===== src/rtl/sdram_arbit.sv =====
// sdram_arbit: grants init/refresh/write/read sequencers one at a time and muxes their commands onto the SDRAM pins.
// Define SDRAM_ARB_RR_EN for round-robin write/read priority; otherwise fixed refresh > write > read.
module sdram_arbit #(
    parameter int DQ_W = 16,
    parameter int A_W  = 13
) (
    input  logic            sys_clk,
    input  logic            sys_rst_n,
    input  logic            init_end,
    input  logic [3:0]      init_cmd,
    input  logic [1:0]      init_ba,
    input  logic [A_W-1:0]  init_addr,
    input  logic            aref_req,
    input  logic            aref_end,
    input  logic [3:0]      aref_cmd,
    input  logic [1:0]      aref_ba,
    input  logic [A_W-1:0]  aref_addr,
    input  logic            wr_req,
    input  logic            wr_end,
    input  logic [3:0]      wr_cmd,
    input  logic [1:0]      wr_ba,
    input  logic [A_W-1:0]  wr_addr,
    input  logic            wr_sdram_en,
    input  logic [DQ_W-1:0] wr_sdram_data,
    input  logic            rd_req,
    input  logic            rd_end,
    input  logic [3:0]      rd_cmd,
    input  logic [1:0]      rd_ba,
    input  logic [A_W-1:0]  rd_addr,
    output logic            aref_en,
    output logic            wr_en,
    output logic            rd_en,
    output logic            sdram_cke,
    output logic            sdram_cs_n,
    output logic            sdram_ras_n,
    output logic            sdram_cas_n,
    output logic            sdram_we_n,
    output logic [1:0]      sdram_ba,
    output logic [A_W-1:0]  sdram_addr,
    output logic [DQ_W-1:0] sdram_dq_out,
    output logic            sdram_dq_oe
);
    typedef enum logic [2:0] {INIT, ARBIT, AREF, WRITE, READ} state_t;
    state_t         state;
    logic           pick_wr;
    logic [3:0]     cmd;
`ifdef SDRAM_ARB_RR_EN
    logic rr_ptr;
    // rr_ptr=1 means read currently has priority over write
    assign pick_wr = wr_req & (~rd_req | ~rr_ptr);
    always_ff @(posedge sys_clk or negedge sys_rst_n)
        if (!sys_rst_n)
            rr_ptr <= 1'b0;
        else if (state == ARBIT && !aref_req && (wr_req || rd_req))
            rr_ptr <= ~rr_ptr;
`else
    assign pick_wr = wr_req;
`endif
    always_ff @(posedge sys_clk or negedge sys_rst_n) begin
        if (!sys_rst_n) begin
            state   <= INIT;
            aref_en <= 1'b0;
            wr_en   <= 1'b0;
            rd_en   <= 1'b0;
        end else begin
            case (state)
                INIT:  if (init_end) state <= ARBIT;
                ARBIT: begin
                    if (aref_req) begin
                        state   <= AREF;
                        aref_en <= 1'b1;
                    end else if (pick_wr) begin
                        state <= WRITE;
                        wr_en <= 1'b1;
                    end else if (rd_req) begin
                        state <= READ;
                        rd_en <= 1'b1;
                    end
                end
                AREF:  if (aref_end) begin
                    state   <= ARBIT;
                    aref_en <= 1'b0;
                end
                WRITE: if (wr_end) begin
                    state <= ARBIT;
                    wr_en <= 1'b0;
                end
                READ:  if (rd_end) begin
                    state <= ARBIT;
                    rd_en <= 1'b0;
                end
                default: state <= INIT;
            endcase
        end
    end
    always_comb begin
        cmd        = 4'b0111;
        sdram_ba   = 2'b11;
        sdram_addr = '1;
        case (state)
            INIT:  begin cmd = init_cmd; sdram_ba = init_ba; sdram_addr = init_addr; end
            AREF:  begin cmd = aref_cmd; sdram_ba = aref_ba; sdram_addr = aref_addr; end
            WRITE: begin cmd = wr_cmd;   sdram_ba = wr_ba;   sdram_addr = wr_addr;   end
            READ:  begin cmd = rd_cmd;   sdram_ba = rd_ba;   sdram_addr = rd_addr;   end
            default: ;
        endcase
    end
    assign {sdram_cs_n, sdram_ras_n, sdram_cas_n, sdram_we_n} = cmd;
    assign sdram_cke    = 1'b1;
    assign sdram_dq_oe  = (state == WRITE) & wr_sdram_en;
    assign sdram_dq_out = sdram_dq_oe ? wr_sdram_data : '0;
endmodule


===== config.mk =====
export PLATFORM = sky130hd
export DESIGN_NAME = sdram_arbit
export DESIGN_NICKNAME = d
export VERILOG_FILES = /design/src/rtl/sdram_arbit.sv
export SDC_FILE = /design/constraint.sdc
export NUM_CORES = 1
export LEC_CHECK = 0
export CAP_MARGIN = 20
export CORE_ASPECT_RATIO = 0.9
export CORE_MARGIN = 2
export CORE_UTILIZATION = 25
export DETAILED_ROUTE_END_ITERATION = 6
export GPL_TIMING_DRIVEN = 0
export PLACE_DENSITY = 0.86
export SYNTH_ARGS = -nofsm -noshare
export SYNTH_HDL_FRONTEND = slang
export SYNTH_SLANG_ARGS = --single-unit

===== constraint.sdc =====
create_clock -name sys_clk -period 2.3 [get_ports sys_clk]
set_input_delay 0.69 -clock sys_clk [delete_from_list [all_inputs] [get_ports sys_clk]]
set_output_delay 0.69 -clock sys_clk [all_outputs]
set_load 0.02 [all_outputs]

==> metrics.txt, run 1 <==
top cells by area, synth=o221a_1 19%, mux2i_1 19%, dfrtp_1 15%; Worst Hold Launch=rd_en; Worst EP required=1.61 ns; initial antenna violation count=0; CP endpoint=sdram_ba[0]; failing checks=setup timing; Vias/cell=slightly below 5; total CTS buffers=3; Leakage=between 1 and 1.5 nW; ys async rst share=100.0%; clock sink count=6; count of cell types in the netlist=30; WL/cell=14.17 um; crit path from=state[0]; Placement Setup Slack=-0.7232 ns; Seq/Total Area, Yosys=14.72%; commonest non-fill, non-tap cell in the layout=clkdlybuf4s50_1; Final nets=~370; total number of H-tree levels=1; IO Pins=142; Main synth FF type=dfrtp_1; Yosys top cell area share=18.77%; input/output buffers=140; Max VDD drop=0.0003705 V; clk_lat worst skew=0.22 ns; hold_buf cts=0; post-synthesis cell count=~130; Critical Path AT=between 1.5 and 2 ns; vias in the first global route=approximately 1500; r2r endpoint=rd_en; Die Span X=a little over 70 um; Synth Net Count=between 200 and 250; type of the tightest min-delay check=flip-flop to flip-flop; Max clock buf depth=2; diode count=0; Syn Std Cell Area=a little over 1000 um2; # setup viols final=17; skew final=0.0008891 ns; Die Area=4607 um2; root buffer cell=clkbuf_8; R2R depth=6; EDFF count, synth=0; final hold violations=0; yosys warns=0; Clock transition at path regs=0.04 ns; Final ANT Viol Nets=0; vias after detailed routing=1570; die height=64.59 um; gr usage total=18.72%; Rows=22; setup ws final=-0.08687 ns; Synth area leader=o221a_1; core area=3991 um2; Initial Util=around a quarter; WL final=4505 um; reg-to-reg setup timing slack=0.78 ns; syn_area_per_cell=slightly above 8 um2; Post-DP HPWL=~3800 um; Worst Setup End Kind=output pin; CTS tree=yes; drt pass-1 iters=4; share of cells above drive strength 1=between 20% and 30%; Tcrit/Tclk final=103.8%; global-route wire length before repair=6955 um; pin count of the biggest net entering global routing=11; RSZ-0062 raised after global routing=true; Crit Path Max Fanout=10; Overflow after GRT=0; Tmin final=2.387 ns; Worst R2R Start=state[0]; Fmax achieved=between 400 and 500 MHz; setup TNS=-1.160 ns; max-slew violations=0; Area Growth Syn to Fin=141.5%; 1st-iter DRT viols=24; Synth Register Bits=6; Critical Path Start Type=flip-flop; Max-Cap Viols=0; GPL Wtd Cong=0.8547; Residual DRC=0; Power per Cell Area=870.6 nW/um2; status=finished with violations; Crit Path Class=flip-flop to output pin; commonest cells after routing, fill and taps aside=101 x clkdlybuf4s50_1, 25 x buf_2, 21 x nand2_1
==> sequential cells by signal, summed over array words and instances, names as in the netlist <==
register,flops
state,3
rd_en,1
wr_en,1
aref_en,1
==> timing repair <==
action	in CTS	in global routing
resized for setup	146	23
setup buffers	1	2
gates cloned	0	0
hold endpoints to repair	0	0
setup endpoints to repair	36	36
pin swaps	2	1
==> synthesized netlist by cell type, types with 2 or more instances <==
cell type and instances:
nand2_1 22, buf_6 5, clkbuf_1 3, buf_2 4
nor2_1 2, mux2i_1 19, a21oi_1 4, nor2b_1 3
inv_1 2, o21ai_0 4, and3_1 16, dfrtp_1 6
o221a_1 17, o311ai_0 2
==> routing by layer <==
layer | track usage (%) | part of all wire [%] | vias to the layer above
li1 | - | - | 767
met3 | 5.910 | 11 | 6
met1 | 20.09 | 37 | 703
met5 | 0 | 0 | -
met2 | 35.76 | 51 | 94
met4 | 3.538 | 1.2 | 0
==> cells by family (layout without fill, tap and decap cells) <==
kind of cell / Yosys count / in the layout / share of synthesized area (%)
mux: 20 / 20 / 19.75
compound gates: 30 / 30 / 27.12
other cells: 1 / 1 / 0.3677
simple gates: 52 / 52 / 27.49
flops: 6 / 6 / 14.72
buf+inv: 16 / 161 / 10.55
==> worst max-delay path: stages, from the launching register on <==
cell,delay [ns]
dfrtp_1,0.36
buf_6,0.14
or3b_4,0.40
buf_8,0.16
o221a_1,0.27
buf_6,0.14
==> metrics by stage <==
step	util, %	instances	power (mW)	cell area [um2]	hold WS, ns
finish	61.69	318	2.144	2462	0.4986
CTS	60.63	317	2.100	2420	0.5056
global placement	62.16	313	2.059	2481	0.4901
detailed placement	62.16	313	2.087	2481	0.4969
floorplan	-	125	1.265	1020	0.3944
global route	61.69	318	2.298	2462	0.5744
==> layout make-up <==
cell class / count / area (um2)
inverter: 2 / 7.507
multi-input combinational: 103 / 797.0
clock buffer: 3 / 41.29
buffer: 13 / 118.9
tap: 48 / 60.06
timing repair buffer: 143 / 1287
fill: 402 / 1529
sequential: 6 / 150.1
==> how the worst min path moves through the flow <==
| stage | to | cells past startpoint | slack (ns) |
|---|---|---|---|
| global route | rd_en | 2 | 0.57 |
| floorplan | aref_en | 0 | 0.39 |
| CTS | rd_en | 2 | 0.51 |
| detailed placement | rd_en | 2 | 0.50 |
| finish | rd_en | 2 | 0.50 |
| global placement | rd_en | 2 | 0.49 |
==> power by group <==
group,switching (mW),internal (mW)
logic,0.928,0.872
registers,0.0327,0.151
clock network,0.0470,0.113
Note: power is estimated with default switching activity, not from simulation.
==> inputs of run 2 (changes only) <==
--- a/config.mk
+++ b/config.mk
@@ -11,7 +11,9 @@
 export CORE_UTILIZATION = 25
 export DETAILED_ROUTE_END_ITERATION = 6
 export GPL_TIMING_DRIVEN = 0
+export MAX_ROUTING_LAYER = met4
 export PLACE_DENSITY = 0.86
+export SETUP_SLACK_MARGIN = 0.5
 export SYNTH_ARGS = -nofsm -noshare
 export SYNTH_HDL_FRONTEND = slang
 export SYNTH_SLANG_ARGS = --single-unit
==> metrics.txt, run 2 (synthesis results as in run 1) <==
WL/cell=14.89 um; Overflow after GRT=0; status=finished with violations; hold_buf cts=0; total number of H-tree levels=1; initial antenna violation count=0; IO Pins=142; max FFs per register=3; Crit Path Max Fanout=10; failing checks=setup timing; share of cells above drive strength 1=39.21%; Clock transition at path regs=0.04 ns; clk_lat worst skew=around 0.22 ns; Worst EP required=1.61 ns; Crit Path Class=flip-flop to output pin; Max VDD drop=about 0.00054 V; Leakage=1.277 nW; Critical Path AT=1.70 ns; Max clock buf depth=2; Worst Setup End Kind=output pin; Area Growth Syn to Fin=192.9%; Cell Area, Placed=~2700 um2; type of the tightest min-delay check=flip-flop to flip-flop; core area=~4000 um2; Initial Util=25.55%; R2R depth=6; Hold Worst Slack=~0.5 ns; Rows=22; die height=64.59 um; Die Area=4607 um2; WL final=4855 um; final hold violations=0; 1st-iter DRT viols=29; Final nets=382; pin count of the biggest net entering global routing=11; commonest non-fill, non-tap cell in the layout=clkdlybuf4s50_1; Final ANT Viol Nets=0; CTS tree=yes; vias in the first global route=1635; reg-to-reg setup timing slack=0.78 ns; r2r endpoint=rd_en; diode count=0; RSZ-0062 raised after global routing=true; vias after detailed routing=1588; post-route cell area=2987 um2; Residual DRC=0; drt pass-1 iters=4; input/output buffers=140; Power per Cell Area=943.0 nW/um2; Fmax achieved=417.6 MHz; Hold Path Stages=2; setup TNS=-1.397 ns; crit path from=state[1]; Tmin final=2.395 ns; Vias/cell=4.871; GPL Wtd Cong=0.7856; CP endpoint=sdram_addr[1]; post-layout util=between 70% and 80%; root buffer cell=clkbuf_8; Top reg by flops=state; Tcrit/Tclk final=104.1%; Die Span X=71.32 um; Max-Cap Viols=0; max-slew violations=0; Worst R2R Start=state[1]; clock sink count=6; Critical Path Start Type=flip-flop; # setup viols final=18; commonest cells after routing, fill and taps aside=92 x clkdlybuf4s50_1, 44 x buf_6, 21 x nand2_1; Post-DP HPWL=between 3000 and 4000 um; final total power=about 2.8 mW; total CTS buffers=3; setup ws final=-0.09491 ns; Worst Hold Launch=rd_en; global-route wire length before repair=about 7600 um; gr usage total=20.98%; skew final=0.0008255 ns
## run 2: changes by cell type in the layout (fill, tap and decap cells not counted), sizes merged
cell           previous run  this run
dlymetal6s2s              0         2
buf                      44        59
clkdlybuf4s15             5         0
dlygate4sd2               2         9
clkbuf                    7         5
clkdlybuf4s50           101        92
## run 2: layout make-up
cell class              count  area (um2)
plain buffers              14       157.7
inverters                   2       7.507
flip-flops and latches      6       150.1
fillers                   291        1005
multi-input cells         103        1036
clock buffers               3       41.29
well taps                  48       60.06
repair buffers            150        1534
## run 2: worst min-delay path by stage
stage	endpoint
3_5_place_dp	rd_en
2_1_floorplan	aref_en
5_1_grt	rd_en
3_3_place_gp	rd_en
6_report	rd_en
4_1_cts	rd_en
## run 2: routing by layer
| layer | GRT usage, % | vias up | part of all wire, % | wire length, um |
|---|---|---|---|---|
| li1 | - | 785 | - | - |
| met4 | 3.538 | 0 | 0.45 | 22 |
| met5 | - | - | 0 | 0 |
| met1 | 23.62 | 704 | 39 | 1893 |
| met3 | 4.355 | 2 | 7.7 | 374 |
| met2 | 38.66 | 97 | 53 | 2564 |
## run 2: repair_timing
item                                   in CTS  in global routing
cloned                                      2                  0
setup endpoints to repair                  39                 38
endpoints found under the hold margin       0                  0
pin swaps                                   8                  2
setup buffers                               6                  2
gates resized for setup                   244                 18
## run 2: through the flow
| step | worst slack [ns] | instances |
|---|---|---|
| floorplan | 0.2903 | 125 |
| global placement | -0.6852 | 313 |
| detailed placement | -0.6817 | 313 |
| CTS | -0.1010 | 324 |
| global route | -0.1368 | 326 |
| finish | -0.09491 | 326 |
## run 2: where the power goes
group / leakage, nW / total (mW) / internal [mW] / switching (mW)
Combinational: 1.18 / 2.48 / 1.39 / 1.09
Sequential: 0.0738 / 0.173 / 0.151 / 0.0223
Clock: 0.0216 / 0.159 / 0.113 / 0.0469
Total: 1.28 / 2.82 / 1.65 / 1.16
## run 2: worst max-delay path: stages (launching register included)
cell	delay, ns
dfrtp_1	0.36
buf_6	0.12
or3b_4	0.43
buf_12	0.17
o221a_4	0.24
buf_2	0.15
